$ cat config.mk
export PLATFORM = sky130hd
export DESIGN_NAME = ucode_controller
export DESIGN_NICKNAME = d
export VERILOG_FILES = /design/src/rtl/ucode_pkg.sv /design/src/rtl/ucode_store.sv /design/src/rtl/ucode_controller.sv
export SDC_FILE = /design/constraint.sdc
export NUM_CORES = 1
export LEC_CHECK = 0
export ABC_AREA = 1
export CAP_MARGIN = 0
export CORE_AREA = 10 10 285 287
export DETAILED_ROUTE_END_ITERATION = 6
export DIE_AREA = 0 0 295 297
export SYNTH_ARGS = -nofsm -noshare
export SYNTH_HDL_FRONTEND = slang
export SYNTH_HIERARCHICAL = 1
export SYNTH_SLANG_ARGS = --single-unit
$ cat constraint.sdc
create_clock -name clk -period 20.4 [get_ports clk]
set_input_delay 4.08 -clock clk [delete_from_list [all_inputs] [get_ports clk]]
set_output_delay 4.08 -clock clk [all_outputs]
set_load 0.03 [all_outputs]
$ cat src/rtl/ucode_pkg.sv
// ucode_pkg: shared word layout, width helpers and state encoding for the microcode controller
// Word layout, LSB first:
//   two units of {v, sel1[NSEL], sel2[NSEL], op} (ALU, then multiplier),
//   reg_en[NREG], result, last.
package ucode_pkg;
    localparam int NSEL_DEF  = 4;
    localparam int NREG_DEF  = 16;
    localparam int DEPTH_DEF = 16;
    localparam int V_OFF     = 0;
    localparam int SEL1_OFF  = 1;
    function automatic int unit_w(input int nsel);
        return 2 * nsel + 2;
    endfunction
    function automatic int sel2_off(input int nsel);
        return SEL1_OFF + nsel;
    endfunction
    function automatic int op_off(input int nsel);
        return SEL1_OFF + 2 * nsel;
    endfunction
    function automatic int reg_off(input int nsel);
        return 2 * unit_w(nsel);
    endfunction
    function automatic int uw(input int nsel, input int nreg);
        return 2 * unit_w(nsel) + nreg + 2;
    endfunction
    typedef enum logic [1:0] {S_IDLE, S_RUN, S_DONE} state_t;
endpackage

$ cat src/rtl/ucode_store.sv
// ucode_store: DEPTH x UW flop array, async clear, one gated write port, async read port
// Ports: clk, rst (async, active-high clears every word), we/waddr/wdata (write),
//        raddr/rdata (combinational read).
module ucode_store #(
    parameter int DEPTH = 16,
    parameter int UW    = 38,
    localparam int AW   = $clog2(DEPTH)
) (
    input  logic          clk,
    input  logic          rst,
    input  logic          we,
    input  logic [AW-1:0] waddr,
    input  logic [UW-1:0] wdata,
    input  logic [AW-1:0] raddr,
    output logic [UW-1:0] rdata
);
    logic [UW-1:0] mem [DEPTH];
    always_ff @(posedge clk or posedge rst)
        if (rst) mem <= '{default: '0};
        else if (we) mem[waddr] <= wdata;
    assign rdata = mem[raddr];
endmodule

$ cat src/rtl/ucode_controller.sv
// ucode_controller: microcode-driven schedule controller for the shared ALU/multiplier datapath
// Ports: clk, rst (async, active-high); start launches a run from IDLE;
//        ucode_we/ucode_addr/ucode_wdata load the store (IDLE only);
//        op_ready (idle), done_next (1-cycle end pulse), result_en, ALU and
//        multiplier selects/ops, reg_en, sched_err (sticky store overrun).
module ucode_controller
    import ucode_pkg::*;
#(
    parameter int NSEL  = NSEL_DEF,
    parameter int NREG  = NREG_DEF,
    parameter int DEPTH = DEPTH_DEF,
    localparam int AW   = $clog2(DEPTH),
    localparam int UW   = uw(NSEL, NREG)
) (
    input  logic            clk,
    input  logic            rst,
    input  logic            start,
    input  logic            ucode_we,
    input  logic [AW-1:0]   ucode_addr,
    input  logic [UW-1:0]   ucode_wdata,
    output logic            op_ready,
    output logic            done_next,
    output logic            result_en,
    output logic [NSEL-1:0] alu1_sel1,
    output logic [NSEL-1:0] alu1_sel2,
    output logic            alu1_op,
    output logic [NSEL-1:0] mul1_sel1,
    output logic [NSEL-1:0] mul1_sel2,
    output logic            mul1_op,
    output logic [NREG-1:0] reg_en,
    output logic            sched_err
);
    localparam int MUL  = unit_w(NSEL);
    localparam int REG  = reg_off(NSEL);
    localparam int RES  = REG + NREG;
    localparam int LAST = RES + 1;
    state_t        state, state_nxt;
    logic [AW-1:0] pc;
    logic [UW-1:0] word;
    logic          run, last, at_end, alu_v, mul_v;
    ucode_store #(.DEPTH(DEPTH), .UW(UW)) u_store (
        .clk   (clk),
        .rst   (rst),
        .we    (ucode_we && state == S_IDLE),
        .waddr (ucode_addr),
        .wdata (ucode_wdata),
        .raddr (pc),
        .rdata (word)
    );
    assign last   = word[LAST];
    assign at_end = pc == AW'(DEPTH - 1);
    always_ff @(posedge clk or posedge rst)
        if (rst) state <= S_IDLE;
        else state <= state_nxt;
    always_comb begin
        state_nxt = state == S_IDLE ? (start ? S_RUN : S_IDLE)
                  : state == S_RUN  ? (last || at_end ? S_DONE : S_RUN)
                  : S_IDLE;
    end
    // The last store entry never wraps: without a last flag the run ends and flags the overrun.
    always_ff @(posedge clk or posedge rst)
        if (rst) begin
            pc        <= '0;
            sched_err <= 1'b0;
        end else if (state == S_IDLE && start) begin
            pc        <= '0;
            sched_err <= 1'b0;
        end else if (state == S_RUN && !last) begin
            if (at_end) sched_err <= 1'b1;
            else pc <= pc + 1'b1;
        end
    always_comb begin
        run       = state == S_RUN;
        alu_v     = run && word[V_OFF];
        mul_v     = run && word[MUL + V_OFF];
        op_ready  = state == S_IDLE;
        done_next = state == S_DONE;
        result_en = run && word[RES];
        reg_en    = run ? word[REG +: NREG] : '0;
        alu1_sel1 = alu_v ? word[SEL1_OFF +: NSEL] : '0;
        alu1_sel2 = alu_v ? word[sel2_off(NSEL) +: NSEL] : '0;
        alu1_op   = alu_v && word[op_off(NSEL)];
        mul1_sel1 = mul_v ? word[MUL + SEL1_OFF +: NSEL] : '0;
        mul1_sel2 = mul_v ? word[MUL + sel2_off(NSEL) +: NSEL] : '0;
        mul1_op   = mul_v && word[MUL + op_off(NSEL)];
    end
endmodule

# [Word level (Yosys, flattened, before mapping)]
# Index checks and enable logic that the tools add are counted.
[op_classes] n_addsub=1 order_cmp=3 n_eq_ne=4 n_mux=21 bitwise=2 n_reduce_logical=16
[ops] operator="608-bit bitwise mux" count=1
[ops] operator="38-bit binary-select mux with 4-bit select" count=1
[ops] operator="38-bit demux with 4-bit select" count=1
[ops] operator="38-bit two-way mux" count=3
[ops] operator="4-bit two-way mux" count=7
[ops] operator="16-bit two-way mux" count=1
[ops] operator="5-bit greater-or-equal comparator, second input constant" count=2
[ops] operator="4-bit NOT with 5-bit output" count=2
[ops] operator="1-bit logical AND" count=9
[ops] operator="2-bit two-way mux" count=3
[ops] operator="5-bit by 1-bit < comparator with 1-bit output, second input constant" count=1
[ops] operator="4-bit by 1-bit adder with 4-bit output, second input constant" count=1
[ops] operator="4-bit == test, second input constant" count=1
[ops] operator="1-bit two-way mux" count=4
[ops] operator="2-bit AND reduction" count=2
[ops] operator="2-bit nonzero test" count=2
[ops] operator="2-bit by 1-bit == test with 1-bit output, second input constant" count=1
[ops] operator="2-bit == test, second input constant" count=1
[ops] operator="2-bit logical NOT" count=1
[ops] operator="2-bit by 1-bit != test with 1-bit output, second input constant" count=1
[ops] operator="1-bit logical NOT" count=1
[ops] operator="1-bit logical OR" count=1
[word_totals] register_bits=615 wordCells=66

# [Longest topological paths before layout]
[depth] depth_word=8 ltp_mapped=15 depth_no_buf=13

# [Modules after synthesis]
# The synthesis kept the hierarchy.
[modules_own_cells] mod="ucode_store" instances=1 cells_per_inst=3915 area_each_um2=29137.9
[modules_own_cells] mod="ucode_controller" instances=1 cells_per_inst=125 area_each_um2=676.9

# [Worst setup path after synthesis]
# No wires, ideal clock.
[synth_timing] kind="flip-flop to output port" start="register pc[0]" end="output alu1_op" arrival_time_ns=1.961 path_slack_ns=14.359 stages_incl_launch_ff=13 path_buffers=3 cell_sequence="dfrtp_1 > buf_2 > inv_2 > buf_2 > clkbuf_1 > nand2_1 > nand2_1 > nand2_1 > nand3_1 > nand3_1 > nand2_1 > nand2_2 > nor2_1"
[synth_between] elab_chain_cells=6
[synth_rtl] element="start, declared" line_no="ucode_controller.sv:38" source="logic [AW-1:0] pc;"
[synth_rtl] element="start signal, assigned" line_no="ucode_controller.sv:70" source="else pc <= pc + 1'b1;"
[synth_rtl] element="4-bit NOT with 5-bit output (implied by the code)" line_no="ucode_store.sv:21" source="assign rdata = mem[raddr];"
[synth_rtl] element="38-bit binary-select mux with 4-bit select" line_no="ucode_store.sv:21"
[synth_rtl] element="38-bit two-way mux (implied by the code) (2 in a row)" line_no="ucode_store.sv:21"
[synth_rtl] element="named net word[0]" line_no="ucode_controller.sv:39" source="logic [UW-1:0] word;"
[synth_rtl] element="1-bit logical AND" line_no="ucode_controller.sv:74" source="alu_v = run && word[V_OFF];"
[synth_rtl] element="1-bit logical AND" line_no="ucode_controller.sv:82" source="alu1_op = alu_v && word[op_off(NSEL)];"
[synth_rtl] element="end, declared" line_no="ucode_controller.sv:26" source="output logic alu1_op,"
# The timed path passes the listed nets, and every way through them passes these cells. The select of a mux whose other input is x is not followed.

# [Worst setup path after layout]
[layout_timing] start="register pc[0]" end="output reg_en[0]"
[layout_between] elab_chain_cells=5
[layout_rtl] element="4-bit NOT with 5-bit output (implied by the code)" line_no="ucode_store.sv:21"
[layout_rtl] element="38-bit binary-select mux with 4-bit select" line_no="ucode_store.sv:21"
[layout_rtl] element="38-bit two-way mux (implied by the code) (2 in a row)" line_no="ucode_store.sv:21"
[layout_rtl] element="named net word[20]" line_no="ucode_controller.sv:39"
[layout_rtl] element="16-bit two-way mux" line_no="ucode_controller.sv:79" source="reg_en = run ? word[REG +: NREG] : '0;"
[layout_rtl] element="end, declared" line_no="ucode_controller.sv:30" source="output logic [NREG-1:0] reg_en,"
# The timed path passes the listed nets, and every way through them passes these cells. The select of a mux whose other input is x is not followed.

==> metrics.cfg <==
[synthesis]
ys_warn_count = 6
syn_nets = 4087
synth.distinct_cells = 22
ys_ff_latch = 615
synth.avg_cell_area_um2 = 7.380
ys_seq_area_share_pct = 51.62
syn_area_um2 = 29810
syn_inst = 4040

[critical_path]
path_delay_family = buffers and inverters
critPathRequiredTime_ps = 16320
path_buf_inv = 4
critical_path.max_stage_delay_ps = 860
path_common_cell = nand2_1
slowest_stage = inv_8
crit_chain = inv_8 > buf_4 > nand2_1 > nand2_1 > nand2_1 > nand3_1 > nand3_1 > nand2_1 > inv_1 > nor2_1 > clkdlybuf4s50_1
critPathArrivalTime_ps = 4730
cp_max_fo = 166
startpoint_type = register
crit_type = register to primary output
critPathCaptureType = primary output

[clocking]
clock_path_buffers = 3
postCtsSetupBuffers = 0
postCtsResizedCells = 0
clock_sinks = 615
cts_buffers = 67
clk_pin_slew_ps = 60
insertion_delay_ps = 600
cts-root-buf = clkbuf_16
h-tree-depth = 3
cts_hold_buffers = 0
cts_tree = yes

[route]
drt-total-wl_um = 88120
drt_iter0_markers = 2378
ant_nets = 0
vias = 25100
drc = 0
drtPass1Iterations = 5
vias_per_cell = 5.070
wl_per_cell_um = 17.80

[placed_design]
port-buffer-count = 83
gp_congestion = 0.7381
hpwl_um = 44910
pre_cts_slack_ps = 12270

[timing]
hold_viol = 0
fin_crit_sh_pct = 43.19
drv_slew = 0
worstMarginPinSlew_ps = 1192
fmax_mhz = 113.5
tns_ps = 0
finClkSkew_ps = 14.78
rsz0062_at_grt = no
relSlewSlack_pct = 20.52
setup_viol = 0
fin_ws_ps = 11590
post-route-min-period_ps = 8812

[grt]
grt.overflow.total = 0
gr-usage-met3_pct = 2.611
grt_start_max_net_pins = 169
grt_pass1_wl_um = 139600
antenna_found_initial = 0
grtUsageTotal_pct = 19.97
grt-busiest-layer = met2
gr-usage-met2_pct = 31.25
use_met1_pct = 28.62
grt_pass1_vias = 23550

[final_layout]
nets = 3975
drive_gt1_share_pct = 4.078
n_antenna_cell = 0
area_delta_synth_final_pct = 11.44
fill_cells = 7545

[hold_path]
min_path_type = register to register

[floorplan]
rows = 101
die_y_um = 297
core_um2 = 75440
dieArea_um2 = 87620
ioPinCount = 84
die_w_um = 295
start_util_pct = 39.52

[power_and_ir_drop]
vdd.ir_drop.worst_mv = 0.09155
p_per_area_nw_per_um2 = 158.2
p_leak_nw = 16.57

[run_status]
status = finished, final reports clean

[run]
maxCapViolCount = 0

## final cells by class
| type | count | area, um^2 | area share, % |
|---|---|---|---|
| clock buffer | 99 | 2012 | 6.055 |
| clock inverter | 15 | 156.4 | 0.4707 |
| inverter | 584 | 2210 | 6.650 |
| multi-input combinational | 2548 | 11150 | 33.55 |
| sequential | 615 | 15400 | 46.36 |
| tap | 978 | 1224 | 3.683 |
| timing repair buffer | 112 | 1074 | 3.231 |
## flip-flops by register name (all words and copies together) (netlist names)
signal / cells
pc: 4
sched_err: 1
u_store/mem: 608
state: 2
## final timing paths
kind,startpoint,to,slack [ps],cells after the start
min,u_store/mem[522],u_store/mem[522],480,2
min in group asynchronous,rst,pc[2],3810,2
max reg2reg,pc[1],pc[0],16770,12
max in group asynchronous,rst,u_store/mem[184],13670,5
min reg2reg,u_store/mem[522],u_store/mem[522],480,2
max,pc[0],reg_en[0],11590,11
## metal layers
layer / vias up / wire length [um]
met5: - / 0
met3: 114 / 4988
met4: 0 / 1752
met1: 12070 / 41740
li1: 12220 / -
met2: 697 / 39630
## synthesized netlist by cell type
| cell | n | area share [%] |
|---|---|---|
| a21oi_1 | 2 | 0.034 |
| buf_1 | 36 | 0.45 |
| buf_2 | 81 | 1.4 |
| buf_4 | 9 | 0.23 |
| clkbuf_1 | 167 | 2.1 |
| dfrtp_1 | 615 | 52 |
| ha_1 | 1 | 0.042 |
| inv_1 | 580 | 7.3 |
| inv_2 | 4 | 0.050 |
| nand2_1 | 1391 | 18 |
| nand2_2 | 3 | 0.063 |
| nand2_4 | 1 | 0.038 |
| nand3_1 | 487 | 8.2 |
| nand3b_1 | 1 | 0.025 |
| nor2_1 | 47 | 0.59 |
| nor2_2 | 1 | 0.021 |
| nor2_4 | 1 | 0.038 |
| nor3_1 | 2 | 0.034 |
| nor3_4 | 1 | 0.055 |
| o21ai_0 | 608 | 10 |
| o21bai_1 | 1 | 0.025 |
| xor2_1 | 1 | 0.029 |
## cells in the final DEF (no fill, tap or decap), drive strengths merged
master         instances
dfrtp                615
nand2               1395
clkbuf                99
nor3                   3
nor2                  49
o21bai                 1
clkinv                11
bufinv                 3
inv                  583
clkinvlp               2
o21ai                608
nand3b                 1
clkdlybuf4s50         83
xor2                   1
buf                   29
nand3                487
ha                     1
a21oi                  2
## power breakdown
part / leakage [nW] / internal (mW) / total, mW / switching (mW)
combinational: 7.75 / 0.683 / 1.96 / 1.28
clock: 1.07 / 0.718 / 1.21 / 0.495
sequential: 7.75 / 1.79 / 2.08 / 0.291
## logic make-up (layout without fill, tap and decap cells)
kind of cell	Yosys count	after routing	share of synthesized area, %
adder cells (fa/ha/maj)	1	1	0.04196
AND/OR/NAND/NOR	1935	1935	26.55
flip-flops	615	615	51.62
XOR/XNOR	1	1	0.02938
buffers and inverters	877	810	11.49
AO/OA/AOI/OAI	611	611	10.26
## worst register-to-register path, stage by stage, from the launching register on
cell     delay (ps)
dfrtp_4         730
inv_6           740
buf_4           920
nand3_1         170
nand3_1         120
nand3_1         110
nand2_1         190
inv_1           130
nand3_1         130
inv_1            80
nand2_4          80
nand3_1          60
nand2_1          90
## metrics by stage
step / utilization, % / std cells / power (mW) / hold slack, ps / instance area, um^2
global placement: 41.17 / 4837 / 4.006 / 465.3 / 31060
global route: 44.04 / 4951 / 5.707 / 499.4 / 33230
finish: 44.04 / 4951 / 5.256 / 482.5 / 33230
floorplan: - / 4040 / 3.487 / 452.9 / 29820
CTS: 44.04 / 4951 / 5.284 / 487.4 / 33230
detailed placement: 41.17 / 4837 / 4.048 / 472.4 / 31060
Power figures use the tool's default switching activity.
